File: config.mk
export PLATFORM = sky130hd
export DESIGN_NAME = writeback_flat
export DESIGN_NICKNAME = d
export VERILOG_FILES = /design/src/rtl/writeback_if.sv /design/src/rtl/writeback.sv /design/src/flat_wrapper.sv
export SDC_FILE = /design/constraint.sdc
export NUM_CORES = 2
export LEC_CHECK = 0
export CORE_AREA = 2 2 413 415
export DETAILED_ROUTE_END_ITERATION = 6
export DIE_AREA = 0 0 415 417
export PLACE_DENSITY = 0.43
export SLEW_MARGIN = 20
export SYNTH_ARGS = -nofsm -noshare
export SYNTH_HDL_FRONTEND = slang
export SYNTH_SLANG_ARGS = --single-unit
export TNS_END_PERCENT = 100
File: constraint.sdc
create_clock -name clk -period 70.5 [get_ports clk]
set_clock_uncertainty 0.1 [all_clocks]
set_input_delay 14.1 -clock clk [delete_from_list [all_inputs] [get_ports clk]]
set_output_delay 14.1 -clock clk [all_outputs]
set_load 0.02 [all_outputs]
File: src/rtl/writeback_if.sv
// Writeback bus: retiring-instruction fields in, debug read and status out.
// master = retire source (pipeline or bench), slave = writeback stage.
interface writeback_if;
    logic               commit;
    logic [3:0]         icode;
    logic [3:0]         rA;
    logic [3:0]         rB;
    logic               cnd;
    logic signed [63:0] valE;
    logic signed [63:0] valM;
    logic               mem_error;
    logic [3:0]         dbg_sel;
    logic signed [63:0] dbg_val;
    logic [1:0]         stat;
    logic [31:0]        retired;

    modport master (
        output commit, icode, rA, rB, cnd, valE, valM, mem_error, dbg_sel,
        input  dbg_val, stat, retired
    );

    modport slave (
        input  commit, icode, rA, rB, cnd, valE, valM, mem_error, dbg_sel,
        output dbg_val, stat, retired
    );
endinterface

File: src/rtl/writeback.sv
// Y86-64 writeback: register file, machine status and retire counter.
// Ports: clk, reset (async, active-high), wb (writeback_if.slave):
//   commit/icode/rA/rB/cnd/valE/valM/mem_error in, dbg_sel in,
//   dbg_val (comb read, 0 for index 15), stat (AOK/HLT/ADR/INS), retired out.
module writeback #(
    parameter int unsigned RSP_IDX  = 4,
    parameter logic [3:0]  NONE_REG = 4'hF
) (
    input  logic       clk,
    input  logic       reset,
    writeback_if.slave wb
);

    typedef enum logic [1:0] {
        STAT_AOK = 2'd0,
        STAT_HLT = 2'd1,
        STAT_ADR = 2'd2,
        STAT_INS = 2'd3
    } stat_e;

    localparam logic [3:0] I_HALT  = 4'h0;
    localparam logic [3:0] I_CMOV  = 4'h2;
    localparam logic [3:0] I_IRMOV = 4'h3;
    localparam logic [3:0] I_MRMOV = 4'h5;
    localparam logic [3:0] I_OP    = 4'h6;
    localparam logic [3:0] I_CALL  = 4'h8;
    localparam logic [3:0] I_RET   = 4'h9;
    localparam logic [3:0] I_PUSH  = 4'hA;
    localparam logic [3:0] I_POP   = 4'hB;

    localparam logic [3:0] RSP = RSP_IDX[3:0];

    localparam logic signed [63:0] RST_VALS [15] = '{
        64'sd5,   64'sd45, -64'sd90, 64'sd54,
        64'sd32,  64'sd21,  64'sd56, 64'sd33,
        -64'sd77, 64'sd0,   64'sd34, 64'sd7,
        64'sd5,  -64'sd9,   64'sd16
    };

    logic signed [63:0] regs_q [15];
    logic signed [63:0] regs_d [15];
    stat_e              stat_q;
    stat_e              stat_d;
    logic [31:0]        retired_q;
    logic [31:0]        retired_d;

    logic [3:0] dst_e;
    logic [3:0] dst_m;
    logic       accept;
    logic       illegal;
    logic       do_write;

    // Destination decode.
    always_comb begin
        dst_e = NONE_REG;
        dst_m = NONE_REG;
        unique case (wb.icode)
            I_CMOV:  dst_e = wb.cnd ? wb.rB : NONE_REG;
            I_IRMOV: dst_e = wb.rB;
            I_OP:    dst_e = wb.rB;
            I_MRMOV: dst_m = wb.rA;
            I_CALL:  dst_e = RSP;
            I_RET:   dst_e = RSP;
            I_PUSH:  dst_e = RSP;
            I_POP: begin
                dst_e = RSP;
                dst_m = wb.rA;
            end
            default: begin
                dst_e = NONE_REG;
                dst_m = NONE_REG;
            end
        endcase
    end

    assign accept   = wb.commit && (stat_q == STAT_AOK);
    assign illegal  = wb.icode > I_POP;
    assign do_write = accept && !wb.mem_error && !illegal
                      && (wb.icode != I_HALT);

    // Next state. Address errors outrank illegal opcodes and halt.
    always_comb begin
        stat_d    = stat_q;
        retired_d = retired_q;
        if (accept) begin
            if (wb.mem_error) begin
                stat_d = STAT_ADR;
            end else if (illegal) begin
                stat_d = STAT_INS;
            end else if (wb.icode == I_HALT) begin
                stat_d = STAT_HLT;
            end else begin
                retired_d = retired_q + 32'd1;
            end
        end
    end

    // Register writes; the M port is applied last so it wins on
    // a shared destination (popq %rsp).
    always_comb begin
        for (int i = 0; i < 15; i++) begin
            regs_d[i] = regs_q[i];
        end
        if (do_write) begin
            for (int i = 0; i < 15; i++) begin
                if (dst_e != NONE_REG && dst_e == i[3:0]) begin
                    regs_d[i] = wb.valE;
                end
                if (dst_m != NONE_REG && dst_m == i[3:0]) begin
                    regs_d[i] = wb.valM;
                end
            end
        end
    end

    always_ff @(posedge clk or posedge reset) begin
        if (reset) begin
            for (int i = 0; i < 15; i++) begin
                regs_q[i] <= RST_VALS[i];
            end
            stat_q    <= STAT_AOK;
            retired_q <= 32'd0;
        end else begin
            for (int i = 0; i < 15; i++) begin
                regs_q[i] <= regs_d[i];
            end
            stat_q    <= stat_d;
            retired_q <= retired_d;
        end
    end

    // Debug read sees only committed state, so a write shows up
    // the cycle after its edge.
    always_comb begin
        wb.dbg_val = 64'sd0;
        if (wb.dbg_sel != 4'hF) begin
            wb.dbg_val = regs_q[wb.dbg_sel];
        end
    end

    assign wb.stat    = stat_q;
    assign wb.retired = retired_q;

endmodule
File: src/flat_wrapper.sv
// flat-port wrapper written by rule: the top's interface ports become plain ports
module writeback_flat 
#(
    parameter int unsigned RSP_IDX  = 4,
    parameter logic [3:0]  NONE_REG = 4'hF
)
  (clk, reset, wb_commit, wb_icode, wb_rA, wb_rB, wb_cnd, wb_valE, wb_valM, wb_mem_error, wb_dbg_sel, wb_dbg_val, wb_stat, wb_retired);
  writeback_if wb_i ();
  input  logic clk;
  input  logic reset;
  input wire logic [$bits(wb_i.commit)-1:0] wb_commit;
  input wire logic [$bits(wb_i.icode)-1:0] wb_icode;
  input wire logic [$bits(wb_i.rA)-1:0] wb_rA;
  input wire logic [$bits(wb_i.rB)-1:0] wb_rB;
  input wire logic [$bits(wb_i.cnd)-1:0] wb_cnd;
  input wire logic [$bits(wb_i.valE)-1:0] wb_valE;
  input wire logic [$bits(wb_i.valM)-1:0] wb_valM;
  input wire logic [$bits(wb_i.mem_error)-1:0] wb_mem_error;
  input wire logic [$bits(wb_i.dbg_sel)-1:0] wb_dbg_sel;
  output wire logic [$bits(wb_i.dbg_val)-1:0] wb_dbg_val;
  output wire logic [$bits(wb_i.stat)-1:0] wb_stat;
  output wire logic [$bits(wb_i.retired)-1:0] wb_retired;
  assign wb_i.commit = wb_commit;
  assign wb_i.icode = wb_icode;
  assign wb_i.rA = wb_rA;
  assign wb_i.rB = wb_rB;
  assign wb_i.cnd = wb_cnd;
  assign wb_i.valE = wb_valE;
  assign wb_i.valM = wb_valM;
  assign wb_i.mem_error = wb_mem_error;
  assign wb_i.dbg_sel = wb_dbg_sel;
  assign wb_dbg_val = wb_i.dbg_val;
  assign wb_stat = wb_i.stat;
  assign wb_retired = wb_i.retired;
  writeback #(.RSP_IDX(RSP_IDX), .NONE_REG(NONE_REG)) u_core (.clk(clk), .reset(reset), .wb(wb_i));
endmodule
Word level (Yosys, flattened, before mapping)
Cells that the tools add are included.
- flip-flop bits (word level): 994
- latch bits: 0
- bits in writable memories: 0
- memory bits (read-only): 0
- input port bits: 149
- word-level logic and storage cells: 180
- memories: 0
- add/sub/neg operators: 1
- multiply operators: 0
- divide/modulo/power cells: 0
- order comparisons: 2
- equal/unequal tests: 39
- shift-type cells: 0
- multiplexer cells: 40
- bitwise gates (word level): 4
- reduce and logical (&&, ||, !) cells: 77
- operator list (operator ; count):
    2-to-1 mux 64 bit ; 33
    binary-select mux 64 bit (select 4 bit) ; 1
    equality test 4 bit (second input constant) ; 18
    equality test 4 x 3 -> 1 bit (second input constant) ; 10
    logical AND 1 bit ; 34
    adder 32 x 1 -> 32 bit (second input constant) ; 1
    AND reduction 2 bit ; 16
    nonzero test 2 bit ; 15
    equality test 4 x 2 -> 1 bit (second input constant) ; 6
    logical NOT 4 bit ; 3
    inequality test 4 bit (second input constant) ; 3
    case mux 4 bit (3 select lines) ; 1
    equality test 4 x 1 -> 1 bit (second input constant) ; 2
    2-to-1 mux 4 bit ; 2
    2-to-1 mux 2 bit ; 3
    greater-or-equal comparator 5 bit (second input constant) ; 1
    inverter 4 -> 5 bit ; 1
    greater-than comparator 4 bit (second input constant) ; 1
    AND reduction 4 bit ; 1
    nonzero test 4 bit ; 1
    OR reduction 2 bit ; 2
    OR reduction 4 bit ; 1
    inverter 1 bit ; 3
    nonzero test 3 bit ; 1
    2 further kinds ; 3

Depth between registers and ports, before layout
- depth after elaboration: 7
- mapped depth: 9

Least setup slack after synthesis
OpenSTA, ideal clock, no wires.
- kind: input -> output
- start: input wb_dbg_sel[0]
- end: output wb_dbg_val[10]
- data arrival time: 16.061 ns
- slack: 40.239 ns
- stages: 8
- cells stage by stage: clkbuf_1 > buf_2 > buf_1 > clkbuf_1 > buf_1 > o211ai_1 > o211ai_1 > o21ai_0
- longest elaborated chain between the ends: 5
- ends and longest elaborated chain (item ; line ; source):
    start, declared ; flat_wrapper.sv:19 ; input wire logic [$bits(wb_i.dbg_sel)-1:0] wb_dbg_sel;
    inverter 4 -> 5 bit (implied by the code) ; writeback.sv:137 ; wb.dbg_val = regs_q[wb.dbg_sel];
    binary-select mux 64 bit (select 4 bit) ; writeback.sv:137 ;
    2-to-1 mux 64 bit (implied by the code) (2 in a row) ; writeback.sv:137 ;
    2-to-1 mux 64 bit (*) ; writeback.sv:136 ; if (wb.dbg_sel != 4'hF) begin
    end, declared ; flat_wrapper.sv:20 ; output wire logic [$bits(wb_i.dbg_val)-1:0] wb_dbg_val;
Mark *: on every way between the ends. The rest lies on a longest branch, timed or not. The select of a mux whose other input is x is not followed.

Final worst setup path
- start: input wb_dbg_sel[2]
- end: output wb_dbg_val[30]
Same word-level chain as after synthesis.

==> out/metrics.yaml <==
power_density_mw_per_mm2: 21.79
hold_buffers: 0
r2r_slack_ps: 63890
path_cells: "buf_8 > buf_4 > buf_4 > mux4_2 > mux2i_1 > o21ai_0 > clkdlybuf4s50_1"
crit_path_end_kind: "primary output"
cts.htree.levels: 3
cts_buffers: 117
yosys.area.top_type: "dfrtp_1"
rr_startpoint: "u_core.wb.stat[1]"
critical_path.max_fanout: 88
path_common_cell: "buf_4"
synth_top_family_by_area: "compound AO/OA/AOI/OAI gates"
initial_utilization_pct: 30.89
grt_max_degree: 167
track_usage_pct: 26.69
synth-seq-cells: 994
postRouteAntennaNets: 0
core_mm2: 0.1685
ys_top_cells_by_area: "dfrtp_1 (38%), dfstp_2 (11%), o22ai_1 (9.2%)"
ys_top_cells_by_count: "dfrtp_1 (783), o22ai_1 (766), a2bb2oi_1 (451), clkbuf_1 (438), nor2_1 (394)"
yosysMostFrequentCell: "dfrtp_1"
post_drt_via_cell_ratio: 6.413
grt_pass1_wl_um: 342900
finalHoldViolations: 0
place_hpwl_um: 119700
drt_first_pass_iters: 6
path_delay_family: "buffers and inverters"
syn_to_final_growth_pct: 14.99
tns_ps: 0
gp_congestion: 0.7650
synth_top_area_share_pct: 37.64
cts_root_buf: "clkbuf_16"
vdd_drop_max_v: 0.00001711
critPathLaunchType: "primary input"
drive_gt1_share_pct: 18.15
async_flop_share_pct: 100.0
syn-num-nets: 4999
dieArea_mm2: 0.1731
outcome: "complete, no violations"
maxSlewViolCount: 0
std_cell_rows: 151
slew_headroom_pct: 22.20
path_clk_slew_ps: 50
cap_violations: 0
synth.mux.area_fraction_pct: 10.77
post-route-util_pct: 35.52
clock.fmax_mhz: 30.98
syn_area_per_cell_um2: 10.74
setup_violations: 0
ys_seq_area_share_pct: 48.29
cts_tree: "built"
rsz0062_at_grt: "no"
clock_sinks: 994
hold_depth: 2
wl_per_cell_um: 33.79
yosys.area_share.simple_pct: 6.576
syn-cell-area_mm2: 0.05206
critPathSlowestCell: "buf_4"
synthDistinctLibCells: 62
rr_endpoint: "u_core.regs_q[219]"
max_stage_delay_ps: 810
min_path_type: "register to register"
syn-instance-count: 4849
wl_um: 236900
antenna_found_initial: 9
p_leak_uw: 0.02473
critical_path_class: "primary input to primary output"
synth_compound_area_share_pct: 27.85
synth_edf_count: 0
io_pins: 247
holdPathEnd: "u_core.regs_q[124]"
worstMarginPinSlew_ps: 1167
post-route-drc-count: 0
cts.path.max_buffers: 3
finalCritPeriodShare_pct: 45.78
drt-initial-drc-count: 4488
cts-resized-gates: 0
r2r_cells: 10
crit_arrival_ps: 18080
synthXorXnorAreaFrac_pct: 0.5216
grt_overflow: 0
die-height_um: 417
cts_setup_buffers: 0
synthFlopType: "dfrtp_1"
die_w_um: 415
yosysWarnings: 0
path_buf_inv: 4
critPathRequiredTime_ps: 56300
nNetsFinal: 4835
min_from: "u_core.regs_q[124]"
synthAdderAreaFrac_pct: 0.02403
io_buffers: 246
fin_crit_ps: 32280
vias: 44960
clk_latency_ps: 730
grt_pass1_vias: 44910
worst max-delay path by stage:
stage	startpoint	endpoint	slack, ps	cells past startpoint
global route	wb_dbg_sel[2]	wb_dbg_val[30]	38240	7
floorplan	reset	u_core.regs_q[0]	28680	1
global placement	wb_dbg_sel[2]	wb_dbg_val[36]	38270	7
CTS	wb_dbg_sel[2]	wb_dbg_val[36]	38260	7
finish	wb_dbg_sel[2]	wb_dbg_val[30]	38220	7
detailed placement	wb_dbg_sel[2]	wb_dbg_val[36]	38260	7
worst min-delay path, stage by stage, from the launching register on:
cell and delay, ps:
dfstp_2 370, inv_1 40, a21oi_1 50
sequential cells by signal, indices dropped and copies added (netlist names):
name               count
u_core.regs_q        960
u_core.wb.retired     32
u_core.wb.stat         2
layout make-up:
type	instances	area [µm²]
antenna	4	10.01
sequential	994	25140
clock inverter	33	331.6
timing repair buffer	357	3432
fill	16640	108700
multi-input combinational	3079	24120
tap	2218	2775
clock buffer	189	3540
inverter	136	518.0
cell families (layout without fill, tap and decap cells):
kind of cell	count (synthesis)	after routing
compound gates	1956	1956
xor+xnor	31	31
fa+ha+maj	1	1
buf+inv	776	715
flops	994	994
mux	320	320
other cells	0	4
simple gates	771	771
through the flow:
step           cell area (µm²)  setup WS, ps  total power, µW  hold slack, ps  instances
6_report                 59860         38220             1305           360.4       7010
2_1_floorplan            52060         28680            641.5           341.5       4849
5_1_grt                  59860         38240             1346           370.5       7008
3_3_place_gp             55950         38270            688.8           347.7       6783
4_1_cts                  59850         38260             1316           360.1       7006
3_5_place_dp             55980         38260            688.6           350.8       6784
metal layers:
layer | up-vias | part of all wire (%) | track usage (%)
met3 | 423 | 6.3 | 3.834
met1 | 23910 | 44 | 36.89
met5 | - | 0.031 | 0
met2 | 1985 | 47 | 42.60
li1 | 18620 | - | -
met4 | 12 | 3.3 | 9.576
layout by cell type, fill, tap and decap left out, types with 19 or more instances in the layout:
master	synthesis	final
a21oi_1	130	130
a2bb2oi_1	451	451
a31oi_1	64	64
buf_4	3	102
clkbuf_1	438	39
clkbuf_16	0	118
clkbuf_8	0	32
clkdlybuf4s50_1	0	242
clkinv_2	0	22
dfrtp_1	783	783
dfstp_2	211	211
inv_1	136	135
mux2i_1	128	128
mux4_2	192	192
nand2_1	84	84
nand4_1	22	22
nor2_1	394	394
nor3_1	196	196
o211ai_1	133	133
o21ai_0	66	66
o221a_2	123	123
o22a_1	192	192
o22ai_1	766	766
xnor2_1	19	19
where the power goes:
group	total (µW)	leakage, µW	switching (µW)	internal [µW]
combinational	103	0.00972	72.2	30.4
sequential	576	0.0131	1.72	574
clock	626	0.00192	269	357
No activity file was read; power rests on OpenSTA's default activity.
